<file path="src/rtl/idct_pkg.sv">
// Shared constants and types for the IDCT output block collector.
// Covers block modes, block lengths and the sample type.
package idct_pkg;

    localparam logic MODE_4X4 = 1'b0;
    localparam logic MODE_8X8 = 1'b1;

    localparam int unsigned BLK_LEN_4 = 16;
    localparam int unsigned BLK_LEN_8 = 64;

    typedef logic signed [15:0] sample_t;

    // Index of the final sample of a block in the given mode.
    function automatic int unsigned last_idx(input logic mode);
        return (mode == MODE_8X8) ? (BLK_LEN_8 - 1) : (BLK_LEN_4 - 1);
    endfunction

endpackage

</file>
<file path="src/rtl/idct_pingpong_ram.sv">
// Two-bank sample buffer with one write port and one registered read port.
// The bank select is the MSB of the flat memory index.
module idct_pingpong_ram
    import idct_pkg::*;
#(
    parameter int unsigned DW = 16,
    parameter int unsigned AW = 6
) (
    input  logic          clk,
    input  logic          rst,
    input  logic          we,
    input  logic          wr_bank,
    input  logic [AW-1:0] wr_addr,
    input  logic [DW-1:0] wr_data,
    input  logic          rd_bank,
    input  logic [AW-1:0] rd_addr,
    output logic [DW-1:0] rd_data
);

    localparam int unsigned DEPTH = 2 * (2 ** AW);

    logic [DW-1:0] mem [DEPTH];

    // Storage is not reset; only the read register is.
    always_ff @(posedge clk) begin
        if (we) begin
            mem[{wr_bank, wr_addr}] <= wr_data;
        end
    end

    always_ff @(posedge clk or negedge rst) begin
        if (!rst) begin
            rd_data <= '0;
        end else begin
            rd_data <= mem[{rd_bank, rd_addr}];
        end
    end

endmodule

</file>
<file path="src/rtl/idct_block_collector.sv">
// Frames the serial sample stream into 4x4 / 8x8 blocks held in a ping-pong
// buffer and hands each complete block to a consumer via valid/done.
module idct_block_collector
    import idct_pkg::*;
#(
    parameter int unsigned DW = 16,
    parameter int unsigned AW = 6
) (
    input  logic          clk,
    input  logic          rst,
    input  logic [DW-1:0] din,
    input  logic          din_en,
    input  logic          din_mode,
    output logic          blk_valid,
    output logic          blk_mode,
    input  logic [AW-1:0] rd_addr,
    output logic [DW-1:0] rd_data,
    input  logic          blk_done,
    output logic          frame_err,
    output logic          ovf
);

    logic [AW-1:0] wr_cnt, wr_cnt_nxt;
    logic          wr_bank, wr_bank_nxt;
    logic          rd_bank, rd_bank_nxt;
    logic          cur_mode, cur_mode_nxt;
    logic [1:0]    full, full_nxt;
    logic [1:0]    bank_mode, bank_mode_nxt;
    logic          frame_err_nxt;
    logic          ovf_nxt;
    logic          we;
    logic [AW-1:0] wr_addr;
    logic          eff_mode;
    logic          mismatch;

    always_comb begin
        wr_cnt_nxt    = wr_cnt;
        wr_bank_nxt   = wr_bank;
        rd_bank_nxt   = rd_bank;
        cur_mode_nxt  = cur_mode;
        full_nxt      = full;
        bank_mode_nxt = bank_mode;
        frame_err_nxt = 1'b0;
        ovf_nxt       = ovf;
        we            = 1'b0;
        wr_addr       = wr_cnt;

        // The first sample of a block defines its mode.
        eff_mode = (wr_cnt == '0) ? din_mode : cur_mode;
        mismatch = (wr_cnt != '0) && (din_mode != cur_mode);

        if (din_en) begin
            if (full[wr_bank]) begin
                ovf_nxt = 1'b1;
            end else begin
                we = 1'b1;
                if (mismatch) begin
                    // Abort the partial block; this sample restarts framing.
                    wr_addr       = '0;
                    wr_cnt_nxt    = AW'(1);
                    cur_mode_nxt  = din_mode;
                    frame_err_nxt = 1'b1;
                end else begin
                    cur_mode_nxt = eff_mode;
                    if (wr_cnt == AW'(last_idx(eff_mode))) begin
                        full_nxt[wr_bank]      = 1'b1;
                        bank_mode_nxt[wr_bank] = eff_mode;
                        wr_bank_nxt            = ~wr_bank;
                        wr_cnt_nxt             = '0;
                    end else begin
                        wr_cnt_nxt = wr_cnt + AW'(1);
                    end
                end
            end
        end

        // Write bank differs from read bank whenever both can change here.
        if (blk_done && full[rd_bank]) begin
            full_nxt[rd_bank] = 1'b0;
            rd_bank_nxt       = ~rd_bank;
        end
    end

    always_ff @(posedge clk or negedge rst) begin
        if (!rst) begin
            wr_cnt    <= '0;
            wr_bank   <= 1'b0;
            rd_bank   <= 1'b0;
            cur_mode  <= MODE_4X4;
            full      <= '0;
            bank_mode <= '0;
            blk_valid <= 1'b0;
            blk_mode  <= 1'b0;
            frame_err <= 1'b0;
            ovf       <= 1'b0;
        end else begin
            wr_cnt    <= wr_cnt_nxt;
            wr_bank   <= wr_bank_nxt;
            rd_bank   <= rd_bank_nxt;
            cur_mode  <= cur_mode_nxt;
            full      <= full_nxt;
            bank_mode <= bank_mode_nxt;
            blk_valid <= full_nxt[rd_bank_nxt];
            blk_mode  <= bank_mode_nxt[rd_bank_nxt];
            frame_err <= frame_err_nxt;
            ovf       <= ovf_nxt;
        end
    end

    idct_pingpong_ram #(
        .DW (DW),
        .AW (AW)
    ) u_ram (
        .clk     (clk),
        .rst     (rst),
        .we      (we),
        .wr_bank (wr_bank),
        .wr_addr (wr_addr),
        .wr_data (din),
        .rd_bank (rd_bank),
        .rd_addr (rd_addr),
        .rd_data (rd_data)
    );

endmodule

</file>
<file path="config.mk">
export PLATFORM = sky130hd
export DESIGN_NAME = idct_block_collector
export DESIGN_NICKNAME = d
export VERILOG_FILES = /design/src/rtl/idct_pkg.sv /design/src/rtl/idct_pingpong_ram.sv /design/src/rtl/idct_block_collector.sv
export SDC_FILE = /design/constraint.sdc
export NUM_CORES = 2
export LEC_CHECK = 0
export ABC_AREA = 1
export CAP_MARGIN = 20
export CORE_AREA = 5 5 437 439
export CTS_CLUSTER_SIZE = 14
export DETAILED_ROUTE_END_ITERATION = 8
export DIE_AREA = 0 0 442 444
export GPL_ROUTABILITY_DRIVEN = 0
export PLACE_DENSITY = 0.61
export SLEW_MARGIN = 20
export SYNTH_ARGS = -nofsm -noshare
export SYNTH_HDL_FRONTEND = slang
export SYNTH_SLANG_ARGS = --single-unit
export TNS_END_PERCENT = 50
</file>
<file path="constraint.sdc">
create_clock -name clk -period 3.47 [get_ports clk]
set_clock_uncertainty 0.05 [all_clocks]
set_input_delay 0.694 -clock clk [delete_from_list [all_inputs] [get_ports clk]]
set_output_delay 0.694 -clock clk [all_outputs]
set_load 0.05 [all_outputs]
</file>
After elaboration in Yosys (flattened, before gate mapping)
Memory sizes are Yosys's and may differ from the RTL's. A register that Yosys moved wholly into a read port is not among the register bits.
Cells that the tools add are included.
{"block": "totals", "reg_bits": 17, "mem_bits_rw": 2048, "input_bits": 27, "out_inout_bits": 20, "wordCells": 74, "memories": 1}
{"block": "op_classes", "addsub": 1, "n_lt_le_gt_ge": 5, "eq_ne": 2, "muxes": 38, "bitwise": 7, "n_reduce_logical": 10}
{"memory": "u_ram.mem", "depth": 128, "width": 16, "read_ports": 1, "rd_clocked_by_memory_dff": 1, "wr": 1, "line": "idct_pingpong_ram.sv:22", "rtl": "logic [DW-1:0] mem [DEPTH];"}
{"op": "two-way mux 6 bit", "n": 6}
{"op": "two-way mux 1 bit", "n": 20}
{"op": "two-way mux 2 bit", "n": 9}
{"op": "adder 6 x 1 -> 6 bit (second input constant)", "n": 1}
{"op": "equality test 6 bit", "n": 1}
{"op": "zero test 6 bit", "n": 1}
{"op": "< comparator 1 x 2 -> 1 bit (second input constant)", "n": 3}
{"op": "nonzero test 6 bit", "n": 1}
{"op": "logical AND 1 bit", "n": 4}
{"op": "NOT 1 bit", "n": 4}
{"op": "AND reduction 2 bit", "n": 2}
{"op": "AND reduction 4 bit", "n": 1}
{"op": "bitwise AND 2 bit", "n": 1}
{"op": "bitwise mux 2 bit", "n": 1}
{"op": "demux 1 bit (select 1 bit)", "n": 2}
{"op": "greater-or-equal comparator 1 bit (second input constant)", "n": 2}
{"op": "NOT 2 bit", "n": 1}
{"op": "bitwise OR 2 bit", "n": 1}
{"op": "zero test 1 bit", "n": 1}
{"op": "!= test 1 bit", "n": 1}

Depth between registers and ports, before layout
{"block": "logic_depth", "ltp_word": 13, "mapped_depth": 16, "depth_no_buf": 15}

Modules after synthesis
A second synthesis with hierarchy kept.
{"block": "unflattened", "hier_cells": 6911, "area_unflattened_um2": 83745.3}
{"mod": "idct_pingpong_ram", "n_inst": 1, "cells_per_inst": 6794, "area_per_inst_um2": 82800.7, "seq_area_each_um2": 61899.4}
{"mod": "idct_block_collector", "n_inst": 1, "cells_per_inst": 117, "area_per_inst_um2": 944.7, "seq_area_each_um2": 425.4}

Worst setup path after synthesis
OpenSTA, ideal clock, no wires.
{"block": "synth_timing", "path_kind": "register -> register", "startpoint": "register wr_cnt[0]", "endpoint": "memory u_ram.mem[98][0], enable pin", "setup_ns": 0.409, "arrival_time_ns": 2.932, "setup_slack_ns": 0.078, "stages_incl_launch_ff": 14, "n_path_buf": 1, "period_less_slack_ns": 3.392, "cell_sequence": "dfrtp_1 -> buf_2 -> inv_1 -> ha_1 -> inv_1 -> nor2_1 -> nand3_1 -> nand2_2 -> nor2_4 -> nor2_1 -> inv_1 -> nor2_1 -> nand2_1 -> nor3_1"}
{"block": "synth_via", "elab_chain_cells": 5}
{"element": "start, declared", "line": "idct_block_collector.sv:23", "rtl": "logic [AW-1:0] wr_cnt, wr_cnt_nxt;"}
{"element": "start signal, assigned", "line": "idct_block_collector.sv:97", "rtl": "wr_cnt <= wr_cnt_nxt;"}
{"element": "nonzero test 6 bit", "line": "idct_block_collector.sv:50", "rtl": "mismatch = (wr_cnt != '0) && (din_mode != cur_mode);"}
{"element": "logical AND 1 bit", "line": "idct_block_collector.sv:50"}
{"element": "two-way mux 6 bit", "line": "idct_block_collector.sv:57", "rtl": "if (mismatch) begin"}
{"element": "two-way mux 6 bit", "line": "idct_block_collector.sv:53", "rtl": "if (full[wr_bank]) begin"}
{"element": "two-way mux 6 bit (*)", "line": "idct_block_collector.sv:52", "rtl": "if (din_en) begin"}
{"element": "end, declared", "line": "idct_pingpong_ram.sv:22"}
Mark *: on every way between the ends. The rest lies on a longest branch, timed or not.

Worst setup path after layout
{"block": "layout_timing", "startpoint": "register wr_cnt[0]", "endpoint": "memory u_ram.mem[35][2], enable pin"}
The elaborated chain is that of the path after synthesis.

==> summary.txt <==
Finish
  • Cell area after layout: 96300 µm²
  • Post-layout util: 0.515
  • Fin cells: between 9000 and 10000
  • Most common cell after layout, fill and taps aside: nand2_1
  • Nets: 7077
  • Layout cells sized above 1: 0.0961
  • Commonest cells after routing, fill and taps aside: 2114 x nand2_1, 2048 x edfxtp_1, 2027 x nand3_1, 233 x buf_4, 205 x clkbuf_16
  • Filler Cells Inserted: 15800
  • Syn-to-layout area delta: 15.5%
  • ANT cells: 0

Yosys
  • Distinct cells, synth: 28
  • Post-synth top area share: 0.738
  • Synth Register Bits: 2081
  • Synth Instances: 6896
  • YS warnings: 0
  • Syn avg cell area: 12.1 µm²
  • Cell taking the most area after synthesis: edfxtp_1
  • Synthesized area: 83300 µm²
  • Top post-synthesis cells by area: edfxtp_1 74%, nand3_1 12%, nand2_1 9.5%
  • Syn_nets: just under 7000
  • Register area share after synthesis: 0.748

Route
  • Drt drc: 0
  • Routed len/inst: 25.7 µm
  • Vias: 55600
  • Starting DRT DRC Count: 8192
  • Vias/cell: roughly 5.7
  • Antenna-violating nets left: 0
  • Final wirelength: 249 mm
  • DRT Pass-1 Iters: 6

Power
  • Worst VDD drop: ~0.00048 V
  • Power Dens Cells: 586 nW/µm²
  • Overall power: 56.4 mW
  • Pleak: 33.8 nW

Timing
  • Worst Max-Slew Pin Slew: 0.935 ns
  • RSZ-0062 raised after global routing: no
  • Fin Hold WS: 0.0814 ns
  • Final period util: 0.927
  • Slew Limit Headroom: 0.377
  • F_max: approximately 0.31 GHz
  • # setup viols final: 0
  • Max-slew violations: 0
  • Setup slack after layout: 0.254 ns
  • Fin Setup TNS: 0 ns
  • Fin crit period: roughly 3.2 ns
  • Hold Vio Cnt, Final: 0

Placement
  • IO Port Bufs: 46
  • Post-DP Area: 89400 µm²
  • HPWL after DPL: 154 mm
  • Worst slack, placed: -0.00958 ns
  • Placed insts: 9336

Worst setup path
  • CP Depth: 14
  • Worst Setup End Kind: flop
  • Reg-to-Reg End: u_ram.mem[35][2]$_DFFE_PP_
  • Crit-path slowest cell: dfrtp_1
  • CP startpoint kind: flop
  • R2R Setup Slk: 0.25 ns
  • CP max stage delay: 0.50 ns
  • Critical R2R Launch: wr_cnt[0]$_DFFE_PN0P_
  • Buf+Inv Stages, Crit Path: 5
  • Most frequent cell on the critical path: nor2_1
  • Cells on worst reg2reg path: 14
  • CP Cell Sequence: inv_1 > ha_1 > inv_1 > nor2_1 > nand3_1 > nand2_2 > nor2_4 > nor2_1 > inv_1 > nor2_1 > buf_4 > nand2_1 > nor2_1 > buf_12
  • Setup CP Type: reg2reg
  • Crit path launch: wr_cnt[0]$_DFFE_PN0P_
  • Worst setup endpoint: u_ram.mem[35][2]$_DFFE_PP_
  • Critical path required time: 3.96 ns
  • CP top delay family: simple AND/OR/NAND/NOR gates
  • Worst-path fanout max: 16
  • Arr. time, crit path: 3.70 ns

Floorplanning
  • # rows: ~160
  • Die Wd: 442 µm
  • Starting Density: 0.446
  • Die area: 196000 µm²
  • Die H: 444 µm
  • Number of I/O pins: 47
  • Area of the core: ~190000 µm²

Clock tree
  • # clock sinks: 2081
  • CTS tree: done
  • CTS clk-pin slew, worst paths: 0.06 ns
  • H-tree depth: 4
  • Post-CTS setup buffers: 0
  • Clock Latency Late Sink: 0.84 ns
  • Root buf cell: clkbuf_16
  • Max Buffers Root-to-Sink: 3
  • Num CTS Buffers: 204

Global routing
  • GRT Total Usage: 0.247
  • Vias in the first global route: 52500
  • First-pass GRT wire length: 358 mm
  • Antenna violations before repair: 4
  • Grt ovf: 0
  • Largest net degree at the start of global routing: 129

Worst hold path
  • HP Class: in2reg

Status
  • Status: finished, final reports clean

Job
  • Max-Cap Viols: 0
## flip-flops by register name (all words and copies together), names as in the netlist, 2 cells and up
signal,cells
full,2
u_ram.mem,2048
wr_cnt,6
u_ram.rd_data,16
bank_mode,2
## what timing repair did
action	4_1_cts	5_1_grt
endpoints found under the setup margin	0	2
endpoints found under the hold margin	33	0
resized for setup	0	1
hold buffers	1	0
## worst reg2reg max path, delay by kind of cell, from the launching register on
family                     cells  cell delay (ns)
and+or+nand+nor                8             1.42
buffers and inverters          5             0.76
DFF                            1             0.50
adders and majority gates      1             0.18
## worst min path at each step
stage                    startpoint                           to  slack, ns  cells after the start
floorplan                       rst       bank_mode[0]$_DFF_PN0_       0.35                      0
global placement    ovf$_DFFE_PN0P_              ovf$_DFFE_PN0P_       0.41                      1
detailed placement  ovf$_DFFE_PN0P_              ovf$_DFFE_PN0P_       0.42                      1
CTS                         din[15]  u_ram.mem[57][15]$_DFFE_PP_       0.05                      1
global route                din[15]  u_ram.mem[57][15]$_DFFE_PP_       0.05                      1
finish                      din[15]  u_ram.mem[57][15]$_DFFE_PP_       0.08                      1
## cell usage after synthesis, drive strengths merged
| master | count |
|---|---|
| o21ai | 7 |
| o21a | 1 |
| dfrtp | 33 |
| o21bai | 1 |
| clkinv | 2 |
| xor2 | 4 |
| buf | 222 |
| edfxtp | 2048 |
| nand4 | 6 |
| clkbuf | 236 |
| nor3 | 10 |
| a21oi | 3 |
| nor2 | 142 |
| nand2 | 2118 |
| nand3 | 2030 |
| inv | 30 |
| and2 | 1 |
| ha | 2 |
## report_power, final
group | internal (mW) | total, mW | switching (mW)
Clock | 13.1 | 22.7 | 9.57
Sequential | 28.0 | 28.4 | 0.376
Combinational | 1.36 | 5.30 | 3.94
## cell type report
type	count	area, µm²	share of cell area
Clock buffer	259	5360	0.0557
Clock inverter	120	1520	0.0157
Multi-Input combinational cell	4325	18900	0.197
Tap cell	2495	3120	0.0324
Timing Repair Buffer	404	4880	0.0507
Inverter	32	145	0.00151
Sequential cell	2081	62300	0.647
## logic make-up (layout without fill, tap and decap cells)
group	count (synthesis)	after routing	share of synthesized area
flip-flops	2081	2081	0.748
buffers and inverters	490	815	0.0253
AND/OR/NAND/NOR	4307	4307	0.225
adder cells (fa/ha/maj)	2	2	0.000300
AO/OA/AOI/OAI	12	12	0.000826
XOR/XNOR	4	4	0.000420
## metal layers
| metal | GRT usage | part of all wire | up-vias |
|---|---|---|---|
| li1 | - | - | 24900 |
| met1 | 0.349 | 0.40 | 27100 |
| met2 | 0.382 | 0.45 | 3077 |
| met3 | 0.0467 | 0.10 | 505 |
| met4 | 0.0966 | 0.043 | 2 |
| met5 | 0 | 0.000028 | - |
Power figures use the tool's default switching activity.
